<file path="src/rtl/demux_dispatch_ctrl_if.sv">
// demux_dispatch_ctrl_if: producer/consumer handshake bundle
// for the 8-way dispatch controller.
interface demux_dispatch_ctrl_if #(
  parameter int DW  = 8,
  parameter int NCH = 8
);
  logic           in_valid;
  logic           in_ready;
  logic [DW-1:0]  in_data;
  logic [2:0]     in_sel;
  logic [NCH-1:0] out_valid;
  logic [NCH-1:0] out_ready;
  logic [DW-1:0]  out_data;

  modport master (
    output in_valid, in_data, in_sel,
    output out_ready,
    input  in_ready, out_valid, out_data
  );

  modport slave (
    input  in_valid, in_data, in_sel,
    input  out_ready,
    output in_ready, out_valid, out_data
  );
endinterface

</file>
<file path="src/rtl/demux_dispatch_ctrl.sv">
// demux_dispatch_ctrl: one-deep 1-to-8 dispatcher with
// directed / round-robin routing and a drop counter.
module demux_dispatch_ctrl #(
  parameter int DW  = 8,
  parameter int NCH = 8,
  parameter int CW  = 8
) (
  input  logic                clk,
  input  logic                rst_n,
  input  logic                mode,
  input  logic [NCH-1:0]      chan_en,
  demux_dispatch_ctrl_if.slave bus,
  output logic [CW-1:0]       drop_cnt
);

  logic          full;
  logic [DW-1:0] hold_data;
  logic [2:0]    hold_sel;
  logic [2:0]    rr_ptr;
  logic [2:0]    rr_dest;
  logic [2:0]    dest;
  logic          dest_ok;
  logic          out_fire;
  logic          acc;
  logic          rr_stall;

  assign bus.out_valid = full ? (NCH'(1) << hold_sel) : '0;
  assign bus.out_data  = hold_data;

  assign out_fire = full && bus.out_ready[hold_sel];
  assign rr_stall = mode && (chan_en == '0);
  assign bus.in_ready = !rr_stall && (!full || out_fire);
  assign acc = bus.in_valid && bus.in_ready;

  // first enabled channel at or after rr_ptr, wrapping;
  // scan from farthest so the nearest hit wins
  always_comb begin
    rr_dest = rr_ptr;
    for (int i = NCH - 1; i >= 0; i--) begin
      if (chan_en[rr_ptr + 3'(i)])
        rr_dest = rr_ptr + 3'(i);
    end
  end

  // resolve destination for this cycle's input item
  always_comb begin
    dest    = bus.in_sel;
    dest_ok = chan_en[bus.in_sel];
    if (mode) begin
      dest    = rr_dest;
      dest_ok = |chan_en;
    end
  end

  // holding register, full flag and round-robin pointer
  always_ff @(posedge clk or negedge rst_n) begin
    if (!rst_n) begin
      full      <= 1'b0;
      hold_data <= '0;
      hold_sel  <= '0;
      rr_ptr    <= '0;
    end else begin
      if (acc && dest_ok) begin
        full      <= 1'b1;
        hold_data <= bus.in_data;
        hold_sel  <= dest;
        if (mode)
          rr_ptr <= dest + 3'd1;
      end else if (out_fire) begin
        full <= 1'b0;
      end
    end
  end

  // saturating count of items accepted to a disabled channel
  always_ff @(posedge clk or negedge rst_n) begin
    if (!rst_n) begin
      drop_cnt <= '0;
    end else if (acc && !dest_ok) begin
      if (drop_cnt != {CW{1'b1}})
        drop_cnt <= drop_cnt + CW'(1);
    end
  end

endmodule

</file>
<file path="src/flat_wrapper.sv">
// flat-port wrapper written by rule: the top's interface ports become plain ports
module demux_dispatch_ctrl_flat 
#(
  parameter int DW  = 8,
  parameter int NCH = 8,
  parameter int CW  = 8
)
  (clk, rst_n, mode, chan_en, drop_cnt, bus_in_valid, bus_in_data, bus_in_sel, bus_out_ready, bus_in_ready, bus_out_valid, bus_out_data);
  demux_dispatch_ctrl_if #(.DW(DW), .NCH(NCH)) bus_i ();
  input  logic clk;
  input  logic rst_n;
  input  logic mode;
  input  logic [NCH-1:0] chan_en;
  output logic [CW-1:0] drop_cnt;
  input wire logic [$bits(bus_i.in_valid)-1:0] bus_in_valid;
  input wire logic [$bits(bus_i.in_data)-1:0] bus_in_data;
  input wire logic [$bits(bus_i.in_sel)-1:0] bus_in_sel;
  input wire logic [$bits(bus_i.out_ready)-1:0] bus_out_ready;
  output wire logic [$bits(bus_i.in_ready)-1:0] bus_in_ready;
  output wire logic [$bits(bus_i.out_valid)-1:0] bus_out_valid;
  output wire logic [$bits(bus_i.out_data)-1:0] bus_out_data;
  assign bus_i.in_valid = bus_in_valid;
  assign bus_i.in_data = bus_in_data;
  assign bus_i.in_sel = bus_in_sel;
  assign bus_i.out_ready = bus_out_ready;
  assign bus_in_ready = bus_i.in_ready;
  assign bus_out_valid = bus_i.out_valid;
  assign bus_out_data = bus_i.out_data;
  demux_dispatch_ctrl #(.DW(DW), .NCH(NCH), .CW(CW)) u_core (.clk(clk), .rst_n(rst_n), .mode(mode), .chan_en(chan_en), .bus(bus_i), .drop_cnt(drop_cnt));
endmodule
</file>
<file path="config.mk">
export PLATFORM = sky130hd
export DESIGN_NAME = demux_dispatch_ctrl_flat
export DESIGN_NICKNAME = d
export VERILOG_FILES = /design/src/rtl/demux_dispatch_ctrl_if.sv /design/src/rtl/demux_dispatch_ctrl.sv /design/src/flat_wrapper.sv
export SDC_FILE = /design/constraint.sdc
export NUM_CORES = 1
export LEC_CHECK = 0
export CORE_MARGIN = 3
export CORE_UTILIZATION = 53
export CTS_CLUSTER_DIAMETER = 50
export CTS_CLUSTER_SIZE = 12
export DETAILED_ROUTE_END_ITERATION = 12
export GPL_TIMING_DRIVEN = 0
export PLACE_DENSITY = 0.95
export RECOVER_POWER = 50
export SYNTH_ARGS = -nofsm -noshare
export SYNTH_HDL_FRONTEND = slang
export SYNTH_SLANG_ARGS = --single-unit
export TNS_END_PERCENT = 20
</file>
<file path="constraint.sdc">
create_clock -name clk -period 8 [get_ports clk]
set_input_delay 1.6 -clock clk [delete_from_list [all_inputs] [get_ports clk]]
set_output_delay 1.6 -clock clk [all_outputs]
set_load 0.05 [all_outputs]
</file>
# Word-level counts from Yosys, hierarchy flattened
# Cells that the tools add are included.
# Widths: inputs -> output; s select.
op_classes:
  add_sub_neg: 9
  mul: 0
  div: 0
  magnitude_cmp: 10
  eq_ne: 1
  shifts: 1
  n_mux: 33
  bitwise_logic: 0
  reduce_logical: 15
ops:
  columns: ["op", "n"]
  rows:
  - ["$lt 3x4->1 const B", 10]
  - ["$bmux 1 s3", 10]
  - ["$mux 3", 9]
  - ["$mux 1", 13]
  - ["$add 3x3->3 const B", 4]
  - ["$add 8x1->8 const B", 1]
  - ["$logic_not 8->1", 1]
  - ["$mux 8", 1]
  - ["$ne 8x8->1 const B", 1]
  - ["$reduce_or 8->1", 1]
  - ["$shl 1x3->8 const A", 1]
  - ["$add 3x1->3 const B", 2]
  - ["$add 3x2->3 const B", 2]
  - ["$logic_and 1x1->1", 6]
  - ["$reduce_and 2->1", 2]
  - ["$logic_not 1->1", 3]
  - ["$reduce_bool 2->1", 1]
  - ["$logic_or 1x1->1", 1]
totals:
  reg_bits: 23
  latch_bits: 0
  mem_bits_rw: 0
  romBits: 0
  wordCells: 74
  n_memories: 0

# Logic depth before layout (Yosys ltp)
depth:
  depth_word: 13
  ltp_mapped: 14

# Worst setup path after synthesis
# Ideal clock, no wire load.
synth_path:
  path_type: "input -> output"
  from: "in bus_out_ready[3]"
  to: "out bus_in_ready"
  arrival_time_ns: 2.734
  slack_ns: 3.666
  path_stages: 5
  path_buffers: 0
  cell_sequence: "mux2_2 a21oi_1 o21ai_0 nand2_1 nor2_1"
synth_between:
  elab_chain_cells: 5
synth_lines:
  columns: ["element", "line", "rtl"]
  rows:
  - ["start: declaration", "flat_wrapper.sv:18", "input wire logic [$bits(bus_i.out_ready)-1:0] bus_out_ready;"]
  - ["$bmux 1 s3", "demux_dispatch_ctrl.sv:30", "assign out_fire = full && bus.out_ready[hold_sel];"]
  - ["$mux 1 (not written as such)", "demux_dispatch_ctrl.sv:30", null]
  - ["$logic_and 1x1->1", "demux_dispatch_ctrl.sv:30", null]
  - ["$logic_or 1x1->1", "demux_dispatch_ctrl.sv:32", "assign bus.in_ready = !rr_stall && (!full || out_fire);"]
  - ["$logic_and 1x1->1", "demux_dispatch_ctrl.sv:32", null]
  - ["end: declaration", "flat_wrapper.sv:19", "output wire logic [$bits(bus_i.in_ready)-1:0] bus_in_ready;"]
# No other way between the ends. The select of a mux whose other input is x is not followed.

# Worst setup path in the final report
layout_path:
  from: "in bus_out_ready[1]"
  to: "out bus_in_ready"
# The elaborated chain is that of the path after synthesis.

==> reports/summary.md <==
The run gives 0 as the quantity of gates resized following cts. A synthesized cell averages 9.991 sq um. The area of the core is 0.003521 sq mm.

The slowest stage of the critical path is the clkdlybuf4s50_1 cell. The run gives 6400 ps as the data required time at the worst endpoint. The post-route antenna net violation count is 0, and the buffers inserted during post-CTS setup optimization is 0. For the initial cell density of the core, the log shows 58.17%. The run finished with clean final reports. The number of vias in the routed layout was 1883; the count of hold-fix buffers inserted at cts was 0. Summed over all cells, the static leakage comes to 1.084 nW.

For the worst setup path, the data arrival time is 3640 ps. The die boundary width is 68.17 um, and the number of library cell types mapped by synthesis is 50. The clock reaches the later pin of the worst-skew pair after 260 ps. Subtracting the final worst setup slack from the clock period gives 5242 ps.

After detailed routing, the number of remaining DRC violations is 0. Routability-driven placement finished with a final weighted congestion of 0.8795. Grouping stages by cell kind, the critical path spends the most delay in buffers and inverters. Clock tree synthesis selected as its root buffer the cell clkbuf_8.

Setup repair after global routing left no endpoint under its margin. Compared with the post-synthesis result, the final layout area differs by 31.58%. The worst ir drop on vdd is 0.3125 mV, and the count of clock tree sinks is 23.

In the post-synthesis netlist, the biggest area contributors are dfrtp_1 28%, mux2_2 9.9%, mux4_2 8.8%. The buffering stage count on the worst path with inverters included was 2; the gate count after technology mapping was 205. The maximum level of the CTS H-tree was 1. For the setup TNS, the log shows 0 ps. After clock tree synthesis, the clock-pin slew on the worst setup and hold paths is 90 ps. The final layout contains 299 nets. The post-route fraction of the period consumed by the critical path works out to 65.53%. The tools report the category of the worst setup path launch point as an input port. Between clock sinks in the finished design, the worst skew comes to 7.403 ps. The most common cell in the synthesized netlist was dfrtp_1. The repair_antennas step left the layout with diodes totalling 0. The die covers 0.004646 sq mm. During I/O placement, the number of pins put on the boundary was 56.

Entering global routing, the biggest net connects 24 pins. After detailed placement, the total cell area comes to 0.002646 sq mm. The highest clock frequency the design can meet is 190.8 MHz, and the final hold slack is 491.1 ps. The via-per-instance ratio is 6.094.

The flip-flop and latch count after synthesis was 23. Summing every instance area after synthesis gives 0.002048 sq mm. The global-route total usage across every layer was 24.76%. The wire length of the first global-routing pass was 8769 um; the aggregate routed wire length was 5337 um.

Once layout is done, the placed cells without fillers occupy 0.002695 sq mm. The number of enable flip-flop cells after synthesis was 0; the slew of the pin with the lowest slew margin was 1018 ps. The maximum fanout along the worst path works out to 2. Total power for the finished layout comes to 1.264 mW. In this run the power density over the cells is 469.0 mW/mm^2. The logs give 1805 for the via count of the first global-routing pass and 0 for the warning count from the yosys run.

Detailed placement ended at an HPWL of 4215 um. Input and output buffers added on the ports amount to 54. The first-pass iteration count of the detailed router is 5. Register area share after synthesis: 28.10%.

The max-slew headroom at the worst pin was 31.94%. The synthesized design spends more area on one cell type than any other, namely dfrtp_1. Among the stages of the critical path, the cell type that occurs most often is clkdlybuf4s50_1. The most used flip-flop cell after synthesis is dfrtp_1. DRC violation total after the first TritonRoute iteration: 137. The number of nets handed over by synthesis was 240. The number of antenna violations at the first check in global routing was 0. TritonCTS built the clock tree.

For the maximum count of clock buffers along a single path, the log shows 2. The min-delay analysis places its worst path in the category reg2reg. The floorplan step set the die height to 68.17 um.

The critical path is of the in2out type. The post-route netlist has 18.25% of its cells at a drive strength greater than 1. The max-slew violation count was 0.

In this run the core area contains 21 standard-cell rows. Walking the worst path, the cells encountered are clkdlybuf4s50_1 -> mux2_2 -> a21oi_1 -> o21ai_0 -> nand2_1 -> nor2_1 -> clkdlybuf4s50_1. The area fraction of the dominant cell type after synthesis came out at 28.10%. The post-detailed-route wirelength per cell is 17.27 um, and the max capacitance violation total is 0. Number of endpoints with negative hold slack in the final report: 0.

STA classifies the critical path endpoint as a primary output. Setup violations remaining at the end of the flow were counted as 0. Counting flops with an async set or reset pin after synthesis yields a share of 100.0%. Buffers inserted during clock tree synthesis total 3. By count the netlist is led by 23 x dfrtp_1, 21 x nor2_1, 18 x mux2_2. Summed over all layers, the global routing overflow is 0.

The largest stage delay on the critical path is 810 ps.
-- final cells by class --
class / count / area, sq um
buffer: 12 / 75.07
timing repair buffer: 54 / 540.5
sequential: 23 / 575.6
clock buffer: 3 / 41.29
clock inverter: 1 / 7.507
inverter: 8 / 30.03
multi-input combinational: 162 / 1368
tap: 46 / 57.56
fill: 237 / 825.8
-- sequential cells by signal (all words and copies together), names as in the netlist --
register             count
u_core.bus.out_data      8
u_core.drop_cnt          8
u_core.hold_sel          3
u_core.rr_ptr            3
u_core.full              1
-- cells by family after synthesis --
group / count (synthesis) / synth area share, %
and+or+nand+nor: 64 / 14.91
AOI/OAI and AO/OA: 40 / 15.76
muxes: 40 / 27.67
DFF: 23 / 28.10
buffers and inverters: 20 / 5.131
xor gates and xnor gates: 14 / 5.987
adders and majority gates: 4 / 2.444
-- per-layer routing --
layer	vias up	track usage (%)	share of wire [%]
met5	-	0	0
met4	0	3.970	1.1
met3	9	4.269	8.3
met2	101	40.19	49
met1	884	35.21	42
li1	889	-	-
-- placed cells by master (no fill, tap or decap), drive strengths merged, types with 4 or more instances in the layout --
master,n
clkdlybuf4s50,41
dfrtp,23
nor2,21
mux2,21
nand2,14
dlygate4sd3,13
a21oi,12
xnor2,11
mux2i,10
mux4,9
buf,8
inv,7
nand4,7
clkbuf,7
o21ai,6
nand2b,5
nand3,5
ha,4
-- power breakdown --
| part | internal (mW) | switching, mW | leakage [nW] |
|---|---|---|---|
| logic | 0.407 | 0.579 | 0.782 |
| registers | 0.166 | 0.0396 | 0.280 |
| clock network | 0.0352 | 0.0374 | 0.0217 |
-- path summary, 6_finish.rpt --
kind                                    start                endpoint  slack [ps]  cells after the start
max                          bus_out_ready[1]            bus_in_ready        2760                      7
min                        u_core.drop_cnt[6]      u_core.drop_cnt[6]         490                      1
max reg2reg                  u_core.rr_ptr[1]        u_core.rr_ptr[2]        4410                     13
min reg2reg                u_core.drop_cnt[6]      u_core.drop_cnt[6]         490                      1
max in group asynchronous               rst_n      u_core.hold_sel[1]        5430                      1
min in group asynchronous               rst_n  u_core.bus.out_data[7]        1950                      1
-- stage by stage --
stage / utilization (%) / worst slack (ps) / std cells
2_1_floorplan: - / 3666 / 205
3_3_place_gp: 75.16 / 2849 / 305
3_5_place_dp: 75.16 / 2795 / 305
4_1_cts: 76.55 / 2744 / 309
5_1_grt: 76.55 / 2661 / 309
6_report: 76.55 / 2758 / 309
Note: power is estimated with default switching activity, not from simulation.
==> RTL change, RTL diff (same flow settings) <==
Register the input `mode` before use. The logic sees it one clock later. The other inputs are not delayed to match.
--- a/src/rtl/demux_dispatch_ctrl.sv
+++ b/src/rtl/demux_dispatch_ctrl.sv
@@ -13,4 +13,10 @@
   output logic [CW-1:0]       drop_cnt
 );
+
+  logic mode_q;
+
+  always_ff @(posedge clk) begin
+    mode_q <= mode;
+  end
 
   logic          full;
@@ -29,5 +35,5 @@
 
   assign out_fire = full && bus.out_ready[hold_sel];
-  assign rr_stall = mode && (chan_en == '0);
+  assign rr_stall = mode_q && (chan_en == '0);
   assign bus.in_ready = !rr_stall && (!full || out_fire);
   assign acc = bus.in_valid && bus.in_ready;
@@ -47,5 +53,5 @@
     dest    = bus.in_sel;
     dest_ok = chan_en[bus.in_sel];
-    if (mode) begin
+    if (mode_q) begin
       dest    = rr_dest;
       dest_ok = |chan_en;
@@ -65,5 +71,5 @@
         hold_data <= bus.in_data;
         hold_sel  <= dest;
-        if (mode)
+        if (mode_q)
           rr_ptr <= dest + 3'd1;
       end else if (out_fire) begin
Check against the original RTL: not equivalent (a bounded check fails within 4 cycles, from zero or initial values and one cycle with rst_n low).
==> RTL change against the unedited design <==
Worst hold slack lost 0.0026 ns. Via count is 5.6% higher. Synthesized cell count is 1.5% higher. Register-to-register slack got worse by 0.53 ns. First-iteration DRC count rose by 3.6%. Power shrank 3.2%. Area after synthesis grew 3.2%. Worst setup slack worse by 0.19 ns. Routed wire length up 7.0%. Design area is 3.8% higher. Non-clock buffer count is 1 higher. Sequential power grew 2%. Sequential share of layout area shrank 0.058 points. Sequential cell count increased by 1.
==> RTL change: results (changes against the unedited design) <==
status:
  status: "finished clean"  # unchanged
cells_and_area:
  fin_cells: 315  # was 309
  clk_share_pct: 2.55  # was 1.81%
  nonClkBufAreaFrac_pct: 21.8  # was 22.8%
  seq_area_sq_um: 596  # was 576 sq um
  n_all_buffers: 67  # was 66
  nFillCells: 274  # was 237
power_and_ir_drop:
  power.leakage_nw: 1.13  # was 1.08 nW
  peakVddDrop_mv: 0.253  # was 0.313 mV
  seq-power_mw: 0.211  # was 0.206 mW
routing:
  drtIter0Drc: 142  # was 137
yosys:
  yosysSeqAreaShare_pct: 28.2  # was 28.1%
  synth_xor_area_share_pct: 4.97  # was 5.99%
  ys_async_sr_fraction_pct: 95.8  # was 100%
  yosys-mux-area-fraction_pct: 29.8  # was 27.7%
  ys_top_cells_by_count: "dfrtp_1, mux2_2, nand2_1"  # was dfrtp_1, nor2_1, mux2_2
  synth_area_leaders: "dfrtp_1, mux4_2, mux2_2"  # was dfrtp_1, mux2_2, mux4_2
  synth_fp_nets: 243  # was 240
placement:
  post-place-ws_ns: 2.58  # was 2.80 ns
  place_area_sq_um: 2730  # was 2650 sq um
  dpl.hpwl_um: 4320  # was 4220 um
  gp_congestion: 0.914  # was 0.880
  portBuffers: 55  # was 54
setup_path:
  critPathLaunch: "bus_out_ready[3]"  # was bus_out_ready[1]
  r2r_setup_slack_ns: 3.88  # was 4.41 ns
  crit_path_max_incr_delay_ns: 0.71  # was 0.81 ns
sta:
  hold_ws_ns: 0.488  # was 0.491 ns
  fin_crit_ns: 5.43  # was 5.24 ns
min_path:
  min-delay-start: "u_core.drop_cnt[5]"  # was u_core.drop_cnt[6]
  hold_end: "u_core.drop_cnt[5]"  # was u_core.drop_cnt[6]
global_route:
  grt_util_met1_pct: 32.5  # was 35.2%
  grt_usage_pct: 25.0  # was 24.8%
  grt_pass1_vias: 2028  # was 1805
die:
  n_tap_cell: 48  # was 46
[RTL change: cell count changes in the layout (fill, tap and decap cells not counted), sizes merged, moves of 3 or more]
cell,before,now
a21boi,0,3
a21oi,12,6
a31oi,0,4
a41oi,0,3
and3,2,5
mux4,9,14
nand4,7,3
nand4b,0,3
nor2,21,14
[RTL change: kinds of logic (layout without fill, tap and decap cells)]
| kind of cell | count (synthesis) | in the layout |
|---|---|---|
| AND/OR/NAND/NOR | 64 | 64 |
| AO/OA/AOI/OAI | 42 | 42 |
| multiplexers | 42 | 42 |
| flip-flops | 24 | 24 |
| buffers and inverters | 20 | 79 |
| XOR/XNOR | 12 | 12 |
| adder cells (fa/ha/maj) | 4 | 4 |
[RTL change: metal layers]
| metal | share of wire, % | wire length, um |
|---|---|---|
| met1 | 42 | 2370 |
| met2 | 51 | 2900 |
| met3 | 5.9 | 339 |
| met4 | 1.7 | 96 |
| met5 | 0 | 0 |
